**src/rtl/reg_bank_ctrl.sv**
```systemverilog
// reg_bank_ctrl: command-driven initiator for the A/B/C register bank with registered outputs.
// Optional write-verify readback enabled by defining REG_BANK_CTRL_VERIFY_EN.
module reg_bank_ctrl (
  input  logic        Clock,
  input  logic        Reset,
  input  logic        cmd_valid,
  output logic        cmd_ready,
  input  logic        cmd_wr,
  input  logic [1:0]  cmd_sel,
  input  logic [15:0] cmd_data,
  output logic        rsp_valid,
  input  logic        rsp_ready,
  output logic [15:0] rsp_data,
  output logic        rsp_err,
  output logic [7:0]  bank_data_a,
  output logic [7:0]  bank_data_b,
  output logic [15:0] bank_data_c,
  output logic        ld_a,
  output logic        ld_b,
  output logic        ld_c,
  output logic [1:0]  output_sel,
  input  logic [15:0] bank_data_out
);
  typedef enum logic [2:0] {IDLE, WR, RD_SEL, RD_CAP, RESP} state_t;
  state_t      state_q;
  logic [1:0]  sel_q, output_sel_q;
  logic [15:0] data_q, rsp_data_q, bank_data_c_q, exp_w, cap_w;
  logic [7:0]  bank_data_a_q, bank_data_b_q;
  logic        cmd_ready_q, rsp_valid_q, rsp_err_q, ld_a_q, ld_b_q, ld_c_q;
`ifdef REG_BANK_CTRL_VERIFY_EN
  logic        wr_q;
`endif
  // A/B are 8-bit registers, so only C carries a meaningful upper byte; target 11 always reads as zero
  assign exp_w = sel_q[1] ? data_q : {8'h00, data_q[7:0]};
  assign cap_w = (sel_q == 2'b11) ? 16'h0000 : sel_q[1] ? bank_data_out : {8'h00, bank_data_out[7:0]};
  always_ff @(posedge Clock) begin
    if (Reset) begin
      state_q       <= IDLE;
      sel_q         <= 2'b11;
      data_q        <= 16'h0000;
      cmd_ready_q   <= 1'b1;
      rsp_valid_q   <= 1'b0;
      rsp_err_q     <= 1'b0;
      rsp_data_q    <= 16'h0000;
      ld_a_q        <= 1'b0;
      ld_b_q        <= 1'b0;
      ld_c_q        <= 1'b0;
      bank_data_a_q <= 8'h00;
      bank_data_b_q <= 8'h00;
      bank_data_c_q <= 16'h0000;
      output_sel_q  <= 2'b11;
`ifdef REG_BANK_CTRL_VERIFY_EN
      wr_q          <= 1'b0;
`endif
    end else begin
      case (state_q)
        IDLE: if (cmd_valid) begin
          sel_q       <= cmd_sel;
          data_q      <= cmd_data;
          cmd_ready_q <= 1'b0;
`ifdef REG_BANK_CTRL_VERIFY_EN
          wr_q        <= cmd_wr;
`endif
          if (cmd_wr) begin
            state_q <= WR;
            ld_a_q  <= cmd_sel == 2'b00;
            ld_b_q  <= cmd_sel == 2'b01;
            ld_c_q  <= cmd_sel == 2'b10;
            if (cmd_sel == 2'b00) bank_data_a_q <= cmd_data[7:0];
            if (cmd_sel == 2'b01) bank_data_b_q <= cmd_data[7:0];
            if (cmd_sel == 2'b10) bank_data_c_q <= cmd_data;
          end else begin
            state_q      <= RD_SEL;
            output_sel_q <= cmd_sel;
          end
        end
        WR: begin
          ld_a_q <= 1'b0;
          ld_b_q <= 1'b0;
          ld_c_q <= 1'b0;
`ifdef REG_BANK_CTRL_VERIFY_EN
          if (sel_q != 2'b11) begin
            state_q      <= RD_SEL;
            output_sel_q <= sel_q;
          end else begin
            state_q     <= RESP;
            rsp_valid_q <= 1'b1;
            rsp_data_q  <= exp_w;
            rsp_err_q   <= 1'b1;
          end
`else
          state_q     <= RESP;
          rsp_valid_q <= 1'b1;
          rsp_data_q  <= exp_w;
          rsp_err_q   <= sel_q == 2'b11;
`endif
        end
        RD_SEL: state_q <= RD_CAP;
        RD_CAP: begin
          state_q      <= RESP;
          rsp_valid_q  <= 1'b1;
          rsp_data_q   <= cap_w;
          output_sel_q <= 2'b11;
`ifdef REG_BANK_CTRL_VERIFY_EN
          rsp_err_q    <= wr_q && (cap_w != exp_w);
`else
          rsp_err_q    <= 1'b0;
`endif
        end
        RESP: if (rsp_ready) begin
          state_q     <= IDLE;
          rsp_valid_q <= 1'b0;
          rsp_err_q   <= 1'b0;
          cmd_ready_q <= 1'b1;
        end
        default: state_q <= IDLE;
      endcase
    end
  end
  assign cmd_ready   = cmd_ready_q;
  assign rsp_valid   = rsp_valid_q;
  assign rsp_data    = rsp_data_q;
  assign rsp_err     = rsp_err_q;
  assign bank_data_a = bank_data_a_q;
  assign bank_data_b = bank_data_b_q;
  assign bank_data_c = bank_data_c_q;
  assign ld_a        = ld_a_q;
  assign ld_b        = ld_b_q;
  assign ld_c        = ld_c_q;
  assign output_sel  = output_sel_q;
endmodule

```
**config.mk**
```make
export PLATFORM = sky130hd
export DESIGN_NAME = reg_bank_ctrl
export DESIGN_NICKNAME = d
export VERILOG_FILES = /design/src/rtl/reg_bank_ctrl.sv
export SDC_FILE = /design/constraint.sdc
export NUM_CORES = 1
export LEC_CHECK = 0
export CORE_AREA = 2 2 77 115
export CTS_CLUSTER_DIAMETER = 50
export DETAILED_ROUTE_END_ITERATION = 16
export DIE_AREA = 0 0 79 117
export DONT_BUFFER_PORTS = 1
export PLACE_DENSITY = 0.54
export SYNTH_ARGS = -nofsm -noshare
export SYNTH_HDL_FRONTEND = slang
export SYNTH_SLANG_ARGS = --single-unit
```
**constraint.sdc**
```tcl
create_clock -name Clock -period 3.4 [get_ports Clock]
set_input_delay 0.68 -clock Clock [delete_from_list [all_inputs] [get_ports Clock]]
set_output_delay 0.68 -clock Clock [all_outputs]
set_load 0.05 [all_outputs]
```
==> impl_metrics.csv <==
group,metric,value,unit
cells_and_area,drive_gt1_share,7.65,%
floorplanning,dieHeight,117,um
cells_and_area,fin_nets,374,
global_route,grt_pass1_vias,2269,
setup_path,r2r_slack,1.17,ns
routing,viasPerCell,5.27,
routing,drc,0,
pwr,leakagePower,1.36,nW
floorplanning,io_pins,95,
cts,cts_hold_buf,0,
floorplanning,die_w,79,um
setup_path,crit_start,"state_q[1]",
cts,cts_buffers,9,
setup_path,reg2reg_depth,3,
outcome,status,"completed",
setup_path,worst-path-max-fanout,30,
cells_and_area,area_growth,10.8,%
setup_path,criticalPathCategory,"reg -> reg",
cts,clk_pin_slew,0.06,ns
sta,clock.fmax,448,MHz
cts,clock_path_buffers,2,
logic_synthesis,async_flop_share,0,%
min_path,min_path_cells,1,
routing,initialDrtViolationCount,111,
logic_synthesis,netlist_top_cells_area,"dfxtp_1 (48%), nand2b_1 (11%), mux2i_1 (9.9%)",
logic_synthesis,synth_cell_type_count,35,
cts,cts-htree-levels,3,
setup_path,worst_r2r_endpoint,"bank_data_b[5]",
placed_design,place_area,3280,um^2
min_path,min_to,"state_q[2]",
setup_path,critPathCaptureType,"flip-flop",
global_route,antenna_found_initial,0,
pwr,ir_drop,271,uV
logic_synthesis,yosysWarnings,0,
sta,period_needed,2.23,ns
routing,antenna_left,0,
floorplanning,rows,41,
logic_synthesis,yosys.cell_count.top_type,"dfxtp_1",
setup_path,crit_path_start_kind,"flip-flop",
logic_synthesis,avgSynthCellArea,9.25,um^2
floorplanning,initial_core_util,38.8,%
pwr,power.total,2.11,mW
setup_path,crit_slowest_cell,"or4b_4",
sta,hold_viol_final,0,
cells_and_area,fillers,861,
global_route,grt_overflow,0,
logic_synthesis,synth_nets,387,
routing,vias,2354,
sta,final-setup-viol-count,0,
min_path,hp-start,"Reset",
setup_path,cp_data_required_time,3.66,ns
setup_path,slowest_delay,0.77,ns
floorplanning,dieArea,9240,um^2
sta,clock_skew,0.00385,ns
setup_path,worst-endpoint-arrival,2.49,ns
logic_synthesis,yosysTopAreaCell,"dfxtp_1",
setup_path,r2r-start,"state_q[1]",
setup_path,critPathBufInv,0,
global_route,track_usage,17.0,%
global_route,grt_pass1_wl,12.1,mm
floorplanning,coreArea,8310,um^2
cts,postCtsSetupBuffers,0,
sta,fin_tns_setup,0,ns
cells_and_area,finalInstanceArea,3570,um^2
run,drv_cap,0,
cts,clkSinkCount,77,
logic_synthesis,synth_top_area_share,47.9,%
cells_and_area,diodes,0,
cts,cts_resized,0,
placed_design,dpl.hpwl,5.30,mm
sta,relSlewSlack,38.7,%
cts,cts_tree,"built",
sta,slew_viol_final,0,
cts,clkLatencyLatePin,0.33,ns
logic_synthesis,synthTopCellsByCount,"dfxtp_1 (77), nand2b_1 (57), nand2_1 (50)",
logic_synthesis,ys_ff_latch,77,
placed_design,gp_congestion,0.743,
logic_synthesis,syn_area,3220,um^2
setup_path,crit_chain,"or4b_4 -> nor4b_2 -> mux2i_1",
routing,wl_per_cell,17.1,um
routing,finalWirelength,7.63,mm
min_path,worstHoldPathType,"in -> reg",
logic_synthesis,synth_ff_type,"dfxtp_1",
setup_path,crit_family,"simple AND/OR/NAND/NOR gates",
routing,first_pass_iters,4,
logic_synthesis,synth_edf_count,0,
pwr,p_per_area,592,nW/um^2
logic_synthesis,synthCells,348,
sta,period_share,65.6,%
sta,tightest_slew,0.917,ns
sta,rsz0062_at_grt,"no",
cts,clock-root-buffer,"clkbuf_16",
logic_synthesis,seq_area_frac_synth,47.9,%
global_route,grt_max_degree,85,
placed_design,portBuffers,0,
worst max-delay path by stage:
stage / to / slack, ns / cells past startpoint
2_1_floorplan: bank_data_a[4] / 1.45 / 4
3_3_place_gp: rsp_data[13] / 1.21 / 3
3_5_place_dp: bank_data_b[5] / 1.18 / 3
4_1_cts: bank_data_b[5] / 1.15 / 3
5_1_grt: rsp_data[14] / 0.88 / 3
6_report: bank_data_b[5] / 1.17 / 3
worst reg2reg max path, cell delays in order, from the launching register on:
cell and delay [ns]:
dfxtp_1 0.57, or4b_4 0.77, nor4b_2 0.57, mux2i_1 0.25
cell type report:
class / count / area, um^2 / area share (%)
flip-flops and latches: 77 / 1540 / 43.2
well taps: 107 / 134 / 3.75
clock inverters: 5 / 50.0 / 1.40
multi-input cells: 236 / 1550 / 43.4
inverters: 8 / 30.0 / 0.842
repair buffers: 3 / 22.5 / 0.631
clock buffers: 11 / 243 / 6.80
state kept, by name (all words and copies together), names as in the netlist:
signal	cells
rsp_data	16
ld_a	1
data_q	16
sel_q	2
bank_data_c	16
bank_data_a	8
rsp_valid	1
bank_data_b	8
state_q	3
ld_c	1
cmd_ready	1
output_sel	2
ld_b	1
rsp_err	1
through the flow:
step	hold slack [ns]	utilization [%]	cells	setup WS, ns
floorplan	0.431	-	348	1.45
global placement	0.435	39.4	431	1.21
detailed placement	0.438	39.4	431	1.18
CTS	0.400	42.9	447	1.15
global route	0.402	42.9	447	0.877
finish	0.431	42.9	447	1.17
power breakdown:
part,switching [mW],internal (mW)
clock,0.356,0.583
combinational,0.0767,0.0636
sequential,0.0944,0.939
total,0.527,1.59
per-layer routing:
metal / up-vias / global-route usage, % / share of wire (%)
met5: - / 0 / 0
met4: 0 / 8.28 / 1.7
met3: 9 / 5.98 / 7.5
met2: 73 / 26.8 / 48
met1: 1107 / 20.8 / 43
li1: 1165 / - / -
cells by family after synthesis:
group,Yosys count,share of synthesized area [%]
mux,32,9.95
flops,77,47.9
simple gates,151,27.2
buf+inv,35,4.47
compound gates,53,10.5
cell usage in the layout, fill, tap and decap left out, types with 2 or more instances in the layout:
cell,synthesis,layout
dfxtp_1,77,77
nand2b_1,57,57
nand2_1,50,50
mux2i_1,32,32
a21oi_1,24,24
nand3b_1,12,12
clkbuf_16,0,9
inv_1,8,8
a32o_1,8,8
nand3_1,8,8
a31oi_1,8,8
o21ai_0,7,7
nor2_1,4,4
clkinv_2,0,4
or3_1,3,3
nor4b_2,1,3
buf_4,0,3
o32a_1,2,2
nand4b_1,2,2
nor2b_1,2,2
(Power assumes the default switching activity.)
